<file path="src/rtl/rv_imm_pkg.sv">
// Shared RISC-V opcode, funct3 and immediate-format definitions for the
// immediate-generation stage.
package rv_imm_pkg;

  localparam logic [6:0] OPC_LUI       = 7'b0110111;
  localparam logic [6:0] OPC_AUIPC     = 7'b0010111;
  localparam logic [6:0] OPC_JAL       = 7'b1101111;
  localparam logic [6:0] OPC_JALR      = 7'b1100111;
  localparam logic [6:0] OPC_BRANCH    = 7'b1100011;
  localparam logic [6:0] OPC_LOAD      = 7'b0000011;
  localparam logic [6:0] OPC_STORE     = 7'b0100011;
  localparam logic [6:0] OPC_OP_IMM    = 7'b0010011;
  localparam logic [6:0] OPC_OP_IMM_32 = 7'b0011011;
  localparam logic [6:0] OPC_OP        = 7'b0110011;
  localparam logic [6:0] OPC_OP_32     = 7'b0111011;
  localparam logic [6:0] OPC_MISC_MEM  = 7'b0001111;
  localparam logic [6:0] OPC_SYSTEM    = 7'b1110011;

  localparam logic [2:0] F3_SLL     = 3'b001;
  localparam logic [2:0] F3_SRL_SRA = 3'b101;

  typedef enum logic [2:0] {
    FMT_NONE = 3'd0,
    FMT_I    = 3'd1,
    FMT_S    = 3'd2,
    FMT_B    = 3'd3,
    FMT_U    = 3'd4,
    FMT_J    = 3'd5
  } imm_fmt_e;

  function automatic logic is_shift_f3(input logic [2:0] f3);
    return (f3 == F3_SLL) || (f3 == F3_SRL_SRA);
  endfunction

endpackage

</file>
<file path="src/rtl/imm_extract.sv">
// Combinational decode of one instruction word into immediate, format and illegal flag.
// Every immediate fits a sign-extended 32-bit value, widened to XLEN at the end.
module imm_extract
  import rv_imm_pkg::*;
#(
  parameter int XLEN = 32,
  parameter bit RV64 = (XLEN == 64)
) (
  input  logic [31:0]     inst,
  output logic [XLEN-1:0] imm,
  output imm_fmt_e        fmt,
  output logic            illegal
);

  logic [6:0]  opc;
  logic [31:0] imm_i, imm_s, imm_b, imm_u, imm_j;
  logic [31:0] imm32;
  logic        is_opimm;

  assign opc = inst[6:0];

  assign imm_i = {{20{inst[31]}}, inst[31:20]};
  assign imm_s = {{20{inst[31]}}, inst[31:25], inst[11:7]};
  assign imm_b = {{19{inst[31]}}, inst[31], inst[7], inst[30:25], inst[11:8], 1'b0};
  assign imm_u = {inst[31:12], 12'b0};
  assign imm_j = {{11{inst[31]}}, inst[31], inst[19:12], inst[20], inst[30:21], 1'b0};

  assign is_opimm = (opc == OPC_OP_IMM) || (RV64 && (opc == OPC_OP_IMM_32));

  always_comb begin
    fmt     = FMT_NONE;
    illegal = 1'b0;
    imm32   = '0;
    unique case (opc)
      OPC_LUI, OPC_AUIPC: begin
        fmt   = FMT_U;
        imm32 = imm_u;
      end
      OPC_JAL: begin
        fmt   = FMT_J;
        imm32 = imm_j;
      end
      OPC_JALR, OPC_LOAD, OPC_OP_IMM, OPC_MISC_MEM, OPC_SYSTEM: begin
        fmt   = FMT_I;
        imm32 = imm_i;
      end
      OPC_OP_IMM_32: begin
        if (RV64) begin
          fmt   = FMT_I;
          imm32 = imm_i;
        end else begin
          illegal = 1'b1;
        end
      end
      OPC_BRANCH: begin
        fmt   = FMT_B;
        imm32 = imm_b;
      end
      OPC_STORE: begin
        fmt   = FMT_S;
        imm32 = imm_s;
      end
      OPC_OP: begin
        fmt = FMT_NONE;
      end
      OPC_OP_32: begin
        illegal = !RV64;
      end
      default: begin
        illegal = 1'b1;
      end
    endcase

    // Shift-immediates carry funct7 in the upper bits; only the shamt is an operand.
    if (is_opimm && is_shift_f3(inst[14:12])) begin
      if (RV64 && (opc == OPC_OP_IMM)) imm32 = {26'b0, inst[25:20]};
      else                             imm32 = {27'b0, inst[24:20]};
    end
  end

  if (XLEN == 64) begin : g_x64
    assign imm = {{32{imm32[31]}}, imm32};
  end else begin : g_x32
    assign imm = imm32;
  end

endmodule

</file>
<file path="src/rtl/imm_gen_stage.sv">
// Registered immediate-generation stage: 1-cycle latency, full throughput.
// A one-entry skid register absorbs backpressure so in_ready comes straight from a flop.
module imm_gen_stage
  import rv_imm_pkg::*;
#(
  parameter int XLEN = 32,
  parameter bit RV64 = (XLEN == 64)
) (
  input  logic            clk,
  input  logic            rst_n,
  input  logic            flush,
  input  logic            in_valid,
  output logic            in_ready,
  input  logic [31:0]     in_inst,
  input  logic [XLEN-1:0] in_pc,
  output logic            out_valid,
  input  logic            out_ready,
  output logic [31:0]     out_inst,
  output logic [XLEN-1:0] out_pc,
  output logic [XLEN-1:0] out_imm,
  output logic [2:0]      out_fmt,
  output logic            out_illegal
);

  typedef struct packed {
    logic [31:0]     inst;
    logic [XLEN-1:0] pc;
    logic [XLEN-1:0] imm;
    imm_fmt_e        fmt;
    logic            illegal;
  } entry_t;

  entry_t          in_ent;
  entry_t          m_q, m_d, k_q, k_d;
  logic            m_vld_q, m_vld_d, k_vld_q, k_vld_d;
  logic [XLEN-1:0] ext_imm;
  imm_fmt_e        ext_fmt;
  logic            ext_ill;
  logic            accept;
  logic            m_free;

  imm_extract #(
    .XLEN (XLEN),
    .RV64 (RV64)
  ) u_extract (
    .inst    (in_inst),
    .imm     (ext_imm),
    .fmt     (ext_fmt),
    .illegal (ext_ill)
  );

  always_comb begin
    in_ent.inst    = in_inst;
    in_ent.pc      = in_pc;
    in_ent.imm     = ext_imm;
    in_ent.fmt     = ext_fmt;
    in_ent.illegal = ext_ill;
  end

  assign accept = in_valid && !k_vld_q && !flush;
  assign m_free = !m_vld_q || out_ready;

  always_comb begin
    m_d     = m_q;
    k_d     = k_q;
    m_vld_d = m_vld_q;
    k_vld_d = k_vld_q;
    if (flush) begin
      m_vld_d = 1'b0;
      k_vld_d = 1'b0;
    end else if (m_free) begin
      // K is older than anything on the input, so it refills M first.
      if (k_vld_q) begin
        m_d     = k_q;
        m_vld_d = 1'b1;
        k_vld_d = 1'b0;
      end else if (accept) begin
        m_d     = in_ent;
        m_vld_d = 1'b1;
      end else begin
        m_vld_d = 1'b0;
      end
    end else if (accept) begin
      k_d     = in_ent;
      k_vld_d = 1'b1;
    end
  end

  always_ff @(posedge clk or negedge rst_n) begin
    if (!rst_n) begin
      m_q     <= '0;
      k_q     <= '0;
      m_vld_q <= 1'b0;
      k_vld_q <= 1'b0;
    end else begin
      m_q     <= m_d;
      k_q     <= k_d;
      m_vld_q <= m_vld_d;
      k_vld_q <= k_vld_d;
    end
  end

  assign in_ready    = !k_vld_q;
  assign out_valid   = m_vld_q;
  assign out_inst    = m_q.inst;
  assign out_pc      = m_q.pc;
  assign out_imm     = m_q.imm;
  assign out_fmt     = m_q.fmt;
  assign out_illegal = m_q.illegal;

endmodule

</file>
<file path="config.mk">
export PLATFORM = sky130hd
export DESIGN_NAME = imm_gen_stage
export DESIGN_NICKNAME = d
export VERILOG_FILES = /design/src/rtl/rv_imm_pkg.sv /design/src/rtl/imm_extract.sv /design/src/rtl/imm_gen_stage.sv
export SDC_FILE = /design/constraint.sdc
export NUM_CORES = 1
export LEC_CHECK = 0
export BUFFER_PORTS_ARGS = -buffer_cell sky130_fd_sc_hd__buf_2
export CAP_MARGIN = 10
export CELL_PAD_IN_SITES_DETAIL_PLACEMENT = 0
export CELL_PAD_IN_SITES_GLOBAL_PLACEMENT = 1
export CORE_MARGIN = 5
export CORE_UTILIZATION = 30
export CTS_CLUSTER_DIAMETER = 50
export DETAILED_ROUTE_END_ITERATION = 7
export PLACE_DENSITY = 0.68
export SLEW_MARGIN = 20
export SYNTH_ARGS = -nofsm -noshare
export SYNTH_HDL_FRONTEND = slang
export SYNTH_SLANG_ARGS = --single-unit
</file>
<file path="constraint.sdc">
create_clock -name clk -period 2.5 [get_ports clk]
set_input_delay 0.75 -clock clk [delete_from_list [all_inputs] [get_ports clk]]
set_output_delay 0.75 -clock clk [all_outputs]
set_load 0.02 [all_outputs]
</file>
==> results of run 1 <==
-- per-layer routing --
metal | wire, microns | track usage (%)
met1 | 11700 | 21.0
met2 | 11500 | 24.7
met3 | 1600 | 3.96
met4 | 538 | 3.36
met5 | 27 | 0
-- through the flow --
step / cell area (sq um) / TNS, ns / cells
after floorplan: 8790 / 0 / 935
after global placement: 10200 / -0.0777 / 1449
after detailed placement: 10200 / -0.753 / 1449
after CTS: 11200 / 0 / 1501
after global routing: 11200 / 0 / 1502
final: 11200 / 0 / 1503
-- cell usage after synthesis, types with 4 or more instances --
master and count:
nand2_1 302, dfrtp_1 202, o21ai_0 100, mux2i_1 65
a21oi_1 48, clkbuf_1 40, nor2_1 34, nand3_1 22
buf_2 18, or3_1 12, o22ai_1 10, o31ai_1 10
a221oi_1 8, a22o_1 6, nor3_1 6, and3_1 5
a211oi_1 4, buf_1 4, inv_1 4
-- layout make-up --
cell class                      count  area, sq um  share of cell area (%)
Antenna cell                        2         5.00                  0.0448
Clock buffer                       39          813                    7.28
Clock inverter                     13          168                    1.50
Inverter                            4         15.0                   0.134
Multi-Input combinational cell    663         3460                    31.0
Sequential cell                   202         5060                    45.3
Tap cell                          384          480                    4.30
Timing Repair Buffer              196         1170                    10.5
-- state kept, by name (all words and copies together) (netlist names) --
register and count:
out_fmt 3, out_pc 32, out_illegal 1, out_imm 32
out_inst 32, k_vld_q 1, k_q 100, out_valid 1
-- kinds of logic after synthesis --
logic type      Yosys count
simple gates            397
flops                   202
buf+inv                  70
mux                      65
compound gates          200
xor+xnor                  1
-- worst max path at each step --
stage | start | end | slack [ns] | depth (start not counted)
3_3_place_gp | in_inst[2] | out_imm[4]$_DFFE_PN0P_ | -0.02 | 6
5_1_grt | in_inst[2] | out_imm[15]$_DFFE_PN0P_ | 0.17 | 7
2_1_floorplan | in_inst[5] | k_q[16]$_DFFE_PN0P_ | 0.44 | 6
3_5_place_dp | in_inst[2] | out_imm[15]$_DFFE_PN0P_ | -0.06 | 7
6_report | k_vld_q$_DFFE_PN0P_ | in_ready | 0.34 | 2
4_1_cts | k_vld_q$_DFFE_PN0P_ | in_ready | 0.33 | 2
-- where the power goes --
group	switching, W	total, W	internal [W]
combinational	0.000935	0.00145	0.000513
sequential	0.000279	0.00409	0.00381
clock	0.00152	0.00411	0.00259
total	0.00273	0.00965	0.00691
-- critical path, stage by stage (launching register included) --
cell	delay, ns
dfrtp_4	0.53
inv_1	0.16
buf_2	0.19
==> flow_summary.html, run 1 <==
<table>
<tr><th>Metric</th><th>Value</th></tr>
<tr><th colspan="2">Drt</th></tr>
<tr><td>Drt wl/cell</td><td>16.9 microns</td></tr>
<tr><td>Post-route DRC violation count</td><td>0</td></tr>
<tr><td>First drt pass iteration count</td><td>5</td></tr>
<tr><td>Via total after detailed routing</td><td>7,177</td></tr>
<tr><td>Total wirelength of the detailed-routed design</td><td>25.4 mm</td></tr>
<tr><td>Ratio of routed vias to standard cells</td><td>4.78</td></tr>
<tr><td>Starting DRC count in detailed routing</td><td>445</td></tr>
<tr><td>Post-route ant nets</td><td>0</td></tr>
<tr><th colspan="2">Timing</th></tr>
<tr><td>Number of pins exceeding their max-slew limit in the final report</td><td>0</td></tr>
<tr><td>Finish-stage setup viols</td><td>0</td></tr>
<tr><td>Hold Vio Cnt, Final</td><td>0</td></tr>
<tr><td>Highest attainable clock frequency</td><td>464 MHz</td></tr>
<tr><td>Slew of the pin with the lowest slew margin</td><td>0.867 ns</td></tr>
<tr><td>Post-route minimum period</td><td>2.16 ns</td></tr>
<tr><td>Tightest hold margin</td><td>0.125 ns</td></tr>
<tr><td>Relative max-transition margin</td><td>42.0%</td></tr>
<tr><td>Final setup skew</td><td>0.0185 ns</td></tr>
<tr><td>Crit share post-route</td><td>86.2%</td></tr>
<tr><td>Setup ws final</td><td>0.345 ns</td></tr>
<tr><td>Setup repair after global routing missed its margin</td><td>false</td></tr>
<tr><th colspan="2">Run status</th></tr>
<tr><td>Result of the run</td><td>completed</td></tr>
<tr><th colspan="2">Worst setup path</th></tr>
<tr><td>Type of element capturing the critical path</td><td>output port</td></tr>
<tr><td>Largest fanout on the critical path</td><td>8</td></tr>
<tr><td>Cells on worst reg2reg path</td><td>6</td></tr>
<tr><td>Startpoint of the most critical register-to-register path</td><td>out_valid$_DFFE_PN0N_</td></tr>
<tr><td>Startpoint type of the worst setup path</td><td>flop</td></tr>
<tr><td>Endpoint of the worst register-to-register path</td><td>out_imm[15]$_DFFE_PN0P_</td></tr>
<tr><td>Arrival @ worst endpoint</td><td>1.41 ns</td></tr>
<tr><td>Critical path data required time</td><td>1.75 ns</td></tr>
<tr><td>WS Path Type</td><td>flop to output port</td></tr>
<tr><td>Reg2Reg Setup Slack</td><td>0.49 ns</td></tr>
<tr><th colspan="2">Global route</th></tr>
<tr><td>Number of global-route vias before repair</td><td>7,467</td></tr>
<tr><td>Largest net degree at the start of global routing</td><td>105</td></tr>
<tr><td>Initial antenna violation count</td><td>3</td></tr>
<tr><td>GRT overflow</td><td>0</td></tr>
<tr><td>Overall Global Routing Usage</td><td>15.4%</td></tr>
<tr><td>Wire length of the first global-routing pass</td><td>41.9 mm</td></tr>
<tr><th colspan="2">CTS</th></tr>
<tr><td>Post-cts hold buffer count</td><td>0</td></tr>
<tr><td>CTS tree</td><td>done</td></tr>
<tr><td>Post-CTS setup buffer count</td><td>0</td></tr>
<tr><td>Largest buffer count on any clock path</td><td>3</td></tr>
<tr><td>Clk sink count</td><td>202</td></tr>
<tr><td>TritonCTS Buffers</td><td>29</td></tr>
<tr><td>Total number of H-tree levels</td><td>1</td></tr>
<tr><td>Clock transition at the registers of the reported paths</td><td>0.06 ns</td></tr>
<tr><td>PostCTS Resize Cnt</td><td>0</td></tr>
<tr><td>Clock latency on the worst-skew pair</td><td>0.53 ns</td></tr>
<tr><td>Root Buffer</td><td>clkbuf_16</td></tr>
<tr><th colspan="2">Synth</th></tr>
<tr><td>Post-synthesis share of cell area spent on xor and xnor gates</td><td>0.0996%</td></tr>
<tr><td>Netlist area before placement</td><td>8790 sq um</td></tr>
<tr><td>Flops &amp; latches, synth</td><td>202</td></tr>
<tr><td>Top cell type's share of synthesized area</td><td>57.5%</td></tr>
<tr><td>Synth Net Count</td><td>1,004</td></tr>
<tr><td>Sequential fraction of the synthesis area</td><td>57.5%</td></tr>
<tr><td>Dominant combinational cell family by area after synthesis</td><td>simple AND/OR/NAND/NOR gates</td></tr>
<tr><td>Most used flip-flop cell after synthesis</td><td>dfrtp_1</td></tr>
<tr><td>Cell count after synthesis</td><td>935</td></tr>
<tr><td>Count of cell types in the netlist</td><td>42</td></tr>
<tr><td>Synth Area in Compound Gates</td><td>13.0%</td></tr>
<tr><td>Simple-gate share of the synthesized area</td><td>18.5%</td></tr>
<tr><td>Number of warning messages in the yosys log</td><td>0</td></tr>
<tr><td>Cell taking the most area after synthesis</td><td>dfrtp_1</td></tr>
<tr><td>Number of enable-type register cells in the synthesized netlist</td><td>0</td></tr>
<tr><td>Multiplexer fraction of the synthesized cell area</td><td>7.40%</td></tr>
<tr><td>Syn avg cell area</td><td>9.40 sq um</td></tr>
<tr><td>Top cells by area in the synthesized netlist</td><td>dfrtp_1, nand2_1, mux2i_1</td></tr>
<tr><td>Adder-cell share of the synthesized area</td><td>0%</td></tr>
<tr><td>Async SR Flop Fraction</td><td>100%</td></tr>
<tr><th colspan="2">Finish</th></tr>
<tr><td>Post-layout nets</td><td>1,165</td></tr>
<tr><td>Commonest non-fill, non-tap cells in the layout</td><td>nand2_1, dfrtp_1, buf_2</td></tr>
<tr><td>Fillers</td><td>2,955</td></tr>
<tr><td>Most common cell after layout, fill and taps aside</td><td>nand2_1</td></tr>
<tr><td>Synth-to-Final Area Change</td><td>27.1%</td></tr>
<tr><td>Fraction of final layout cells with drive strength greater than 1</td><td>22.6%</td></tr>
<tr><td>Post-layout utilization of the core</td><td>38.7%</td></tr>
<tr><th colspan="2">Die</th></tr>
<tr><td>Die ar.</td><td>32,800 sq um</td></tr>
<tr><td>Number of top-level design ports</td><td>171</td></tr>
<tr><td>Placement Rows</td><td>62</td></tr>
<tr><td>Std-Cell Core Area</td><td>28,900 sq um</td></tr>
<tr><td>Width of the die</td><td>181 microns</td></tr>
<tr><td>Die height</td><td>181 microns</td></tr>
<tr><td>Initial cell density of the core</td><td>30.5%</td></tr>
<tr><th colspan="2">Placed design</th></tr>
<tr><td>Setup Slack @ Placement</td><td>-0.0638 ns</td></tr>
<tr><td>Port-buffer cells</td><td>170</td></tr>
<tr><td>Placer congestion estimate</td><td>0.765</td></tr>
<tr><td>Post-detailed-placement half-perimeter wirelength</td><td>16.6 mm</td></tr>
<tr><th colspan="2">Power and ir drop</th></tr>
<tr><td>Pwr Total</td><td>0.00965 W</td></tr>
<tr><td>Static leakage</td><td>5.32 nW</td></tr>
<tr><td>Worst voltage drop across the vdd grid</td><td>0.000551 V</td></tr>
<tr><td>Ratio of total power to cell area</td><td>864 nW/um^2</td></tr>
<tr><th colspan="2">Run</th></tr>
<tr><td>Max-Cap Viols</td><td>0</td></tr>
<tr><th colspan="2">Hold path</th></tr>
<tr><td>Kind of path behind the tightest hold check</td><td>input port to async pin</td></tr>
</table>
No activity file was read; power rests on OpenSTA's default activity.
==> inputs of run 2 (changes only) <==
--- a/config.mk
+++ b/config.mk
@@ -5,6 +5,7 @@
 export SDC_FILE = /design/constraint.sdc
 export NUM_CORES = 1
 export LEC_CHECK = 0
+export ABC_AREA = 1
 export BUFFER_PORTS_ARGS = -buffer_cell sky130_fd_sc_hd__buf_2
 export CAP_MARGIN = 10
 export CELL_PAD_IN_SITES_DETAIL_PLACEMENT = 0
@@ -13,8 +14,9 @@
 export CORE_UTILIZATION = 30
 export CTS_CLUSTER_DIAMETER = 50
 export DETAILED_ROUTE_END_ITERATION = 7
-export PLACE_DENSITY = 0.68
+export PLACE_DENSITY = 0.69
 export SLEW_MARGIN = 20
 export SYNTH_ARGS = -nofsm -noshare
 export SYNTH_HDL_FRONTEND = slang
 export SYNTH_SLANG_ARGS = --single-unit
+export TNS_END_PERCENT = 20
==> run 2 against run 1 <==
Fmax up 7.5%. Core utilization fell by 1.3 points. Sequential power increased by 3%. Highest routed layer is now met4. First-iteration DRC count shrank 10%. Global-route usage is 0.95 points lower. Final cell count increased by 10%. Clock-buffer cell count grew 1. Clock power decreased by 4%.
==> flow_summary.html, run 2 <==
<table>
<tr><th>Metric</th><th>Value</th></tr>
<tr><th colspan="2">Synth</th></tr>
<tr><td>Async SR Flop Fraction</td><td>100% (unchanged)</td></tr>
<tr><td>Number of warning messages in the yosys log</td><td>0 (unchanged)</td></tr>
<tr><td>Netlist area before placement</td><td>9140 sq um (was 8790 sq um)</td></tr>
<tr><td>Syn avg cell area</td><td>8.40 sq um (was 9.40 sq um)</td></tr>
<tr><td>Sequential fraction of the synthesis area</td><td>55.3% (was 57.5%)</td></tr>
<tr><td>Cell taking the most area after synthesis</td><td>dfrtp_1 (unchanged)</td></tr>
<tr><td>Count of cell types in the netlist</td><td>34 (was 42)</td></tr>
<tr><td>Synth Net Count</td><td>1,157 (was 1,004)</td></tr>
<tr><td>Number of enable-type register cells in the synthesized netlist</td><td>0 (unchanged)</td></tr>
<tr><td>Flops &amp; latches, synth</td><td>202 (unchanged)</td></tr>
<tr><td>Post-synth top cells</td><td>nand2_1, dfrtp_1, o21ai_0 (unchanged)</td></tr>
<tr><td>Most used flip-flop cell after synthesis</td><td>dfrtp_1 (unchanged)</td></tr>
<tr><td>Cell count after synthesis</td><td>1,088 (was 935)</td></tr>
<tr><td>Top-count cell post-synth</td><td>nand2_1 (unchanged)</td></tr>
<tr><td>Top cells by area in the synthesized netlist</td><td>dfrtp_1, nand2_1, o21ai_0 (was dfrtp_1, nand2_1, mux2i_1)</td></tr>
<tr><td>Top cell type's share of synthesized area</td><td>55.3% (was 57.5%)</td></tr>
<tr><th colspan="2">Timing</th></tr>
<tr><td>Final setup skew</td><td>0.0117 ns (was 0.0185 ns)</td></tr>
<tr><td>Post-route minimum period</td><td>2.00 ns (was 2.16 ns)</td></tr>
<tr><td>Relative max-transition margin</td><td>57.6% (was 42.0%)</td></tr>
<tr><td>Sum of negative setup slack</td><td>0 ns (unchanged)</td></tr>
<tr><td>Number of pins exceeding their max-slew limit in the final report</td><td>0 (unchanged)</td></tr>
<tr><td>Setup repair after global routing missed its margin</td><td>false (unchanged)</td></tr>
<tr><td>Finish-stage setup viols</td><td>0 (unchanged)</td></tr>
<tr><td>Crit share post-route</td><td>80.2% (was 86.2%)</td></tr>
<tr><td>Highest attainable clock frequency</td><td>499 MHz (was 464 MHz)</td></tr>
<tr><td>Hold Vio Cnt, Final</td><td>0 (unchanged)</td></tr>
<tr><td>Slew of the pin with the lowest slew margin</td><td>0.637 ns (was 0.867 ns)</td></tr>
<tr><th colspan="2">CTS</th></tr>
<tr><td>Clock transition at the registers of the reported paths</td><td>0.06 ns (about the same)</td></tr>
<tr><td>Post-cts hold buffer count</td><td>0 (unchanged)</td></tr>
<tr><td>TritonCTS Buffers</td><td>29 (unchanged)</td></tr>
<tr><td>CTS tree</td><td>done (unchanged)</td></tr>
<tr><td>Post-CTS setup buffer count</td><td>0 (unchanged)</td></tr>
<tr><td>Clk sink count</td><td>202 (unchanged)</td></tr>
<tr><td>Root Buffer</td><td>clkbuf_16 (unchanged)</td></tr>
<tr><td>Clock latency on the worst-skew pair</td><td>0.54 ns (was 0.53 ns)</td></tr>
<tr><td>Total number of H-tree levels</td><td>1 (unchanged)</td></tr>
<tr><td>PostCTS Resize Cnt</td><td>0 (unchanged)</td></tr>
<tr><td>Largest buffer count on any clock path</td><td>3 (unchanged)</td></tr>
<tr><th colspan="2">Placed design</th></tr>
<tr><td>Post-detailed-placement half-perimeter wirelength</td><td>16.5 mm (was 16.6 mm)</td></tr>
<tr><td>Placer congestion estimate</td><td>0.750 (was 0.765)</td></tr>
<tr><td>Port-buffer cells</td><td>170 (unchanged)</td></tr>
<tr><td>Cell count after placement</td><td>1,605 (was 1,449)</td></tr>
<tr><th colspan="2">Die</th></tr>
<tr><td>Number of top-level design ports</td><td>171 (unchanged)</td></tr>
<tr><td>Die height</td><td>185 microns (was 181 microns)</td></tr>
<tr><td>Die ar.</td><td>34,000 sq um (was 32,800 sq um)</td></tr>
<tr><td>Placement Rows</td><td>64 (was 62)</td></tr>
<tr><td>Initial cell density of the core</td><td>30.1% (was 30.5%)</td></tr>
<tr><td>Width of the die</td><td>185 microns (was 181 microns)</td></tr>
<tr><td>Std-Cell Core Area</td><td>30,300 sq um (was 28,900 sq um)</td></tr>
<tr><th colspan="2">Drt</th></tr>
<tr><td>Via total after detailed routing</td><td>7,481 (was 7,177)</td></tr>
<tr><td>Post-route ant nets</td><td>0 (unchanged)</td></tr>
<tr><td>Drt wl/cell</td><td>14.9 microns (was 16.9 microns)</td></tr>
<tr><td>Post-route DRC violation count</td><td>0 (unchanged)</td></tr>
<tr><td>Starting DRC count in detailed routing</td><td>400 (was 445)</td></tr>
<tr><td>Total wirelength of the detailed-routed design</td><td>24.7 mm (was 25.4 mm)</td></tr>
<tr><td>First drt pass iteration count</td><td>5 (unchanged)</td></tr>
<tr><td>Ratio of routed vias to standard cells</td><td>4.52 (was 4.78)</td></tr>
<tr><th colspan="2">Global route</th></tr>
<tr><td>Wire length of the first global-routing pass</td><td>40.0 mm (was 41.9 mm)</td></tr>
<tr><td>Number of global-route vias before repair</td><td>7,179 (was 7,467)</td></tr>
<tr><td>Initial antenna violation count</td><td>0 (was 3)</td></tr>
<tr><td>Overall Global Routing Usage</td><td>14.4% (was 15.4%)</td></tr>
<tr><td>Largest net degree at the start of global routing</td><td>70 (was 105)</td></tr>
<tr><td>GRT overflow</td><td>0 (unchanged)</td></tr>
<tr><th colspan="2">Worst setup path</th></tr>
<tr><td>Largest fanout on the critical path</td><td>6 (was 8)</td></tr>
<tr><td>Startpoint type of the worst setup path</td><td>flop (unchanged)</td></tr>
<tr><td>Type of element capturing the critical path</td><td>output port (unchanged)</td></tr>
<tr><td>WS Path Type</td><td>flop to output port (unchanged)</td></tr>
<tr><td>Arrival @ worst endpoint</td><td>1.25 ns (was 1.41 ns)</td></tr>
<tr><td>Critical path data required time</td><td>1.75 ns (about the same)</td></tr>
<tr><th colspan="2">Finish</th></tr>
<tr><td>Count of non-filler cells in the finished layout</td><td>1,656 (was 1,503)</td></tr>
<tr><td>Fillers</td><td>3,120 (was 2,955)</td></tr>
<tr><td>Multi-input gate area</td><td>3410 sq um (was 3460 sq um)</td></tr>
<tr><td>Commonest non-fill, non-tap cells in the layout</td><td>nand2_1, dfrtp_1, o21ai_0 (was nand2_1, dfrtp_1, buf_2)</td></tr>
<tr><td>FF/Latch Area</td><td>5050 sq um (was 5060 sq um)</td></tr>
<tr><td>Fraction of final layout cells with drive strength greater than 1</td><td>23.0% (was 22.6%)</td></tr>
<tr><td>N_diodes</td><td>0 (was 2)</td></tr>
<tr><td>Flip-flop count of the largest register, all copies and words added</td><td>100 (unchanged)</td></tr>
<tr><td>Most common cell after layout, fill and taps aside</td><td>nand2_1 (unchanged)</td></tr>
<tr><td>Most flop-heavy register</td><td>k_q (unchanged)</td></tr>
<tr><td>Synth-to-Final Area Change</td><td>24.1% (was 27.1%)</td></tr>
<tr><td>Post-layout nets</td><td>1,309 (was 1,165)</td></tr>
<tr><th colspan="2">Power and ir drop</th></tr>
<tr><td>Static leakage</td><td>6.03 nW (was 5.32 nW)</td></tr>
<tr><td>Ratio of total power to cell area</td><td>859 nW/um^2 (was 864 nW/um^2)</td></tr>
<tr><td>Worst voltage drop across the vdd grid</td><td>0.000480 V (was 0.000551 V)</td></tr>
<tr><th colspan="2">Run status</th></tr>
<tr><td>Result of the run</td><td>completed (unchanged)</td></tr>
<tr><th colspan="2">Run</th></tr>
<tr><td>Max-Cap Viols</td><td>0 (unchanged)</td></tr>
<tr><th colspan="2">Hold path</th></tr>
<tr><td>Kind of path behind the tightest hold check</td><td>input port to async pin (unchanged)</td></tr>
</table>
-- run 2: worst paths after layout --
check,startpoint,end,slack [ns],cells past startpoint
worst max-delay path,k_vld_q$_DFFE_PN0P_,in_ready,0.50,2
worst min-delay path,rst_n,k_q[45]$_DFFE_PN0P_,0.14,1
worst max register to register,k_vld_q$_DFFE_PN0P_,out_imm[19]$_DFFE_PN0P_,0.81,7
worst min register to register,out_inst[16]$_DFFE_PN0P_,out_inst[16]$_DFFE_PN0P_,0.47,2
max in group asynchronous,rst_n,out_inst[1]$_DFFE_PN0P_,1.72,2
min in group clk,in_pc[26],k_q[62]$_DFFE_PN0P_,0.47,3
-- run 2: cell type report --
cell class              count  area share (%)
flip-flops and latches    202            44.6
inverters                  86            2.89
clock buffers              40            7.21
repair buffers            191            9.87
well taps                 396            4.37
multi-input cells         730            30.1
clock inverters            11            1.03
-- run 2: logic make-up (layout without fill, tap and decap cells) --
logic type | Yosys count | count (layout) | synth area share [%]
buf+inv | 156 | 328 | 7.53
simple gates | 449 | 449 | 21.1
compound gates | 281 | 281 | 16.1
flops | 202 | 202 | 55.3
-- run 2: power by group --
group	leakage, nW	total (W)	switching, W	internal, W
registers	2.56	0.00420	0.000304	0.00390
logic	3.02	0.00160	0.00101	0.000584
clock network	0.452	0.00393	0.00154	0.00240
-- run 2: worst max-delay path: stages (launching register included) --
cell,delay (ns)
dfrtp_1,0.40
inv_4,0.12
buf_2,0.18
-- run 2: metal layers --
metal / up-vias / track usage [%] / part of all wire, %
met1: 3470 / 20.6 / 48
met3: 33 / 2.70 / 5.2
met2: 159 / 22.9 / 45
li1: 3819 / - / -
met5: - / 0 / 0
met4: 0 / 3.19 / 1.9
-- run 2: through the flow --
step | hold WS (ns) | cell area, sq um | utilization, % | total power [W] | setup WS, ns
2_1_floorplan | 0.444 | 9140 | - | 0.00523 | 0.618
3_3_place_gp | 0.460 | 10400 | 34.3 | 0.00585 | 0.267
3_5_place_dp | 0.461 | 10400 | 34.3 | 0.00589 | 0.246
4_1_cts | 0.135 | 11300 | 37.4 | 0.00991 | 0.442
5_1_grt | 0.163 | 11300 | 37.4 | 0.0103 | 0.421
6_report | 0.141 | 11300 | 37.4 | 0.00973 | 0.496
==> inputs of run 3 (changes only) <==
--- a/config.mk
+++ b/config.mk
@@ -5,7 +5,7 @@
 export SDC_FILE = /design/constraint.sdc
 export NUM_CORES = 1
 export LEC_CHECK = 0
-export ABC_AREA = 1
+export ABC_AREA = 0
 export BUFFER_PORTS_ARGS = -buffer_cell sky130_fd_sc_hd__buf_2
 export CAP_MARGIN = 10
 export CELL_PAD_IN_SITES_DETAIL_PLACEMENT = 0
@@ -14,7 +14,7 @@
 export CORE_UTILIZATION = 30
 export CTS_CLUSTER_DIAMETER = 50
 export DETAILED_ROUTE_END_ITERATION = 7
-export PLACE_DENSITY = 0.69
+export PLACE_DENSITY = 0.68
 export SLEW_MARGIN = 20
 export SYNTH_ARGS = -nofsm -noshare
 export SYNTH_HDL_FRONTEND = slang
==> constraint.sdc (replaced) <==
create_clock -name clk -period 1.9 [get_ports clk]
set_input_delay 0.57 -clock clk [delete_from_list [all_inputs] [get_ports clk]]
set_output_delay 0.57 -clock clk [all_outputs]
set_load 0.02 [all_outputs]
==> run 3 against run 2 <==
Via count is 1.1% lower. Sequential cell count is the same. Register-to-register slack got worse by 0.71 ns. Critical endpoint unchanged. Largest power group is now the clock network.
==> flow_summary.html, run 3 (same netlist as run 1, synthesis figures left out) <==
<table>
<tr><th>Metric</th><th>Value</th></tr>
<tr><th colspan="2">Global route</th></tr>
<tr><td>Largest net degree at the start of global routing</td><td>69 (was 70)</td></tr>
<tr><td>Overall Global Routing Usage</td><td>15.6% (was 14.4%)</td></tr>
<tr><td>Wire length of the first global-routing pass</td><td>42.4 mm (was 40.0 mm)</td></tr>
<tr><td>Number of global-route vias before repair</td><td>7,528 (was 7,179)</td></tr>
<tr><td>Initial antenna violation count</td><td>6 (was 0)</td></tr>
<tr><td>GRT overflow</td><td>0 (unchanged)</td></tr>
<tr><th colspan="2">Run</th></tr>
<tr><td>Max-Cap Viols</td><td>0 (unchanged)</td></tr>
<tr><th colspan="2">Power and ir drop</th></tr>
<tr><td>Net load switching power</td><td>0.00377 W (was 0.00285 W)</td></tr>
<tr><td>Switch share</td><td>29.1% (was 29.3%)</td></tr>
<tr><td>Reg power frac</td><td>41.6% (was 43.2%)</td></tr>
<tr><td>Static leakage</td><td>5.58 nW (was 6.03 nW)</td></tr>
<tr><td>Worst voltage drop across the vdd grid</td><td>0.000747 V (was 0.000480 V)</td></tr>
<tr><td>Combinational fraction of design power</td><td>15.3% (was 16.4%)</td></tr>
<tr><td>Clk network pwr share</td><td>43.1% (was 40.4%)</td></tr>
<tr><td>Internal power</td><td>0.00918 W (was 0.00688 W)</td></tr>
<tr><td>Ratio of total power to cell area</td><td>1110 nW/um^2 (was 859 nW/um^2)</td></tr>
<tr><th colspan="2">Timing</th></tr>
<tr><td>Final setup skew</td><td>0.0163 ns (was 0.0117 ns)</td></tr>
<tr><td>Highest attainable clock frequency</td><td>532 MHz</td></tr>
<tr><td>Hold Vio Cnt, Final</td><td>0 (unchanged)</td></tr>
<tr><td>Finish-stage setup viols</td><td>0 (unchanged)</td></tr>
<tr><td>Setup repair after global routing missed its margin</td><td>true (was false)</td></tr>
<tr><td>Number of pins exceeding their max-slew limit in the final report</td><td>0 (unchanged)</td></tr>
<tr><td>Crit share post-route</td><td>98.9%</td></tr>
<tr><td>Post-route minimum period</td><td>1.88 ns</td></tr>
<tr><td>Setup ws final</td><td>0.0213 ns (was 0.496 ns)</td></tr>
<tr><td>Relative max-transition margin</td><td>55.8% (was 57.6%)</td></tr>
<tr><td>Slew of the pin with the lowest slew margin</td><td>0.663 ns (was 0.637 ns)</td></tr>
<tr><th colspan="2">Worst setup path</th></tr>
<tr><td>Arrival @ worst endpoint</td><td>1.31 ns (was 1.25 ns)</td></tr>
<tr><td>Type of element capturing the critical path</td><td>output port (unchanged)</td></tr>
<tr><td>WS Path Type</td><td>flop to output port (unchanged)</td></tr>
<tr><td>Critical path data required time</td><td>1.33 ns (was 1.75 ns)</td></tr>
<tr><td>Startpoint type of the worst setup path</td><td>flop (unchanged)</td></tr>
<tr><td>Largest fanout on the critical path</td><td>3 (was 6)</td></tr>
<tr><th colspan="2">Drt</th></tr>
<tr><td>Total wirelength of the detailed-routed design</td><td>26.1 mm (was 24.7 mm)</td></tr>
<tr><td>Post-route ant nets</td><td>0 (unchanged)</td></tr>
<tr><td>Ratio of routed vias to standard cells</td><td>4.78 (was 4.52)</td></tr>
<tr><td>Starting DRC count in detailed routing</td><td>379 (was 400)</td></tr>
<tr><td>Post-route DRC violation count</td><td>0 (unchanged)</td></tr>
<tr><td>Via total after detailed routing</td><td>7,401 (was 7,481)</td></tr>
<tr><td>First drt pass iteration count</td><td>6 (was 5)</td></tr>
<tr><td>Drt wl/cell</td><td>16.8 microns (was 14.9 microns)</td></tr>
<tr><th colspan="2">Die</th></tr>
<tr><td>Die ar.</td><td>32,800 sq um (was 34,000 sq um)</td></tr>
<tr><td>Die height</td><td>181 microns (was 185 microns)</td></tr>
<tr><td>Initial cell density of the core</td><td>30.5% (was 30.1%)</td></tr>
<tr><td>Placement Rows</td><td>62 (was 64)</td></tr>
<tr><td>Std-Cell Core Area</td><td>28,900 sq um (was 30,300 sq um)</td></tr>
<tr><td>Width of the die</td><td>181 microns (was 185 microns)</td></tr>
<tr><td>Number of top-level design ports</td><td>171 (unchanged)</td></tr>
<tr><th colspan="2">Finish</th></tr>
<tr><td>Post-layout utilization of the core</td><td>40.4% (was 37.4%)</td></tr>
<tr><td>Count of non-filler cells in the finished layout</td><td>1,549 (was 1,656)</td></tr>
<tr><td>Commonest non-fill, non-tap cells in the layout</td><td>nand2_1, dfrtp_1, buf_2 (was nand2_1, dfrtp_1, o21ai_0)</td></tr>
<tr><td>Most flop-heavy register</td><td>k_q (unchanged)</td></tr>
<tr><td>Fraction of final layout cells with drive strength greater than 1</td><td>26.1% (was 23.0%)</td></tr>
<tr><td>Flip-flop count of the largest register, all copies and words added</td><td>100 (unchanged)</td></tr>
<tr><td>Synth-to-Final Area Change</td><td>32.5% (was 24.1%)</td></tr>
<tr><td>Post-layout nets</td><td>1,209 (was 1,309)</td></tr>
<tr><td>Most common cell after layout, fill and taps aside</td><td>nand2_1 (unchanged)</td></tr>
<tr><th colspan="2">CTS</th></tr>
<tr><td>Total number of H-tree levels</td><td>1 (unchanged)</td></tr>
<tr><td>CTS tree</td><td>done (unchanged)</td></tr>
<tr><td>Root Buffer</td><td>clkbuf_16 (unchanged)</td></tr>
<tr><td>Clock latency on the worst-skew pair</td><td>0.55 ns (was 0.54 ns)</td></tr>
<tr><td>Largest buffer count on any clock path</td><td>3 (unchanged)</td></tr>
<tr><td>Clk sink count</td><td>202 (unchanged)</td></tr>
<tr><td>Clock transition at the registers of the reported paths</td><td>0.06 ns (about the same)</td></tr>
<tr><td>TritonCTS Buffers</td><td>30 (was 29)</td></tr>
<tr><th colspan="2">Placed design</th></tr>
<tr><td>Post-detailed-placement half-perimeter wirelength</td><td>17.9 mm (was 16.5 mm)</td></tr>
<tr><td>Cell count after placement</td><td>1,489 (was 1,605)</td></tr>
<tr><td>Port-buffer cells</td><td>170 (unchanged)</td></tr>
<tr><td>Placer congestion estimate</td><td>0.816 (was 0.750)</td></tr>
<tr><td>Setup Slack @ Placement</td><td>-0.432 ns (was 0.246 ns)</td></tr>
<tr><th colspan="2">Run status</th></tr>
<tr><td>Result of the run</td><td>completed (unchanged)</td></tr>
<tr><th colspan="2">Hold path</th></tr>
<tr><td>Kind of path behind the tightest hold check</td><td>input port to flop (was input port to async pin)</td></tr>
</table>
run 3: final timing paths:
path                                          start                  endpoint  slack (ns)  depth (start not counted)
worst min register to register  k_q[80]$_DFFE_PN0P_       k_q[80]$_DFFE_PN0P_        0.47                          2
min in group asynchronous                     rst_n  out_inst[16]$_DFFE_PN0P_        0.55                          2
worst max register to register  k_vld_q$_DFFE_PN0P_   out_imm[29]$_DFFE_PN0P_        0.10                          7
worst min-delay path                      in_pc[25]       k_q[61]$_DFFE_PN0P_        0.23                          3
worst max-delay path            k_vld_q$_DFFE_PN0P_                  in_ready        0.02                          3
max in group asynchronous                     rst_n       k_vld_q$_DFFE_PN0P_        0.72                          3
run 3: stage by stage:
step	TNS, ns	hold WS [ns]	area [sq um]	power [W]
floorplan	0	0.274	8790	0.00653
global placement	-15.60	0.455	10500	0.00741
detailed placement	-17.72	0.462	10500	0.00747
CTS	-0.0267	0.203	11600	0.0132
global route	-0.0134	0.212	11600	0.0136
finish	0	0.229	11600	0.0129
run 3: cell type report:
type / count / area (sq um)
diodes: 1 / 2.50
clock buffers: 38 / 841
clock inverters: 18 / 196
fillers: 2939 / 17200
inverters: 4 / 27.5
multi-input cells: 663 / 3470
flip-flops and latches: 202 / 5060
well taps: 384 / 480
repair buffers: 239 / 1570
run 3: what timing repair did:
item,4_1_cts,5_1_grt
setup buffers,2,0
setup endpoints to repair,2,4
gates resized for setup,11,3
hold endpoints to repair,41,0
hold buffers,1,0
run 3: power groups by stage:
stage	logic (W)	registers (W)	clock network, W
5_1_grt	0.00222	0.00547	0.00592
2_1_floorplan	0.000774	0.00576	0
3_3_place_gp	0.00197	0.00544	0
4_1_cts	0.00203	0.00539	0.00573
3_5_place_dp	0.00202	0.00545	0
6_report	0.00198	0.00538	0.00558
run 3: worst max-delay path: stages, from the launching register on:
cell      delay (ns)
dfrtp_4         0.49
buf_12          0.14
clkinv_8        0.04
buf_8           0.10
run 3: routing by layer:
metal	vias up	wire (microns)	global-route usage [%]
met5	-	56	0
met4	10	433	3.09
met2	192	11800	24.6
met1	3554	12100	21.7
met3	49	1740	4.28
li1	3596	-	-
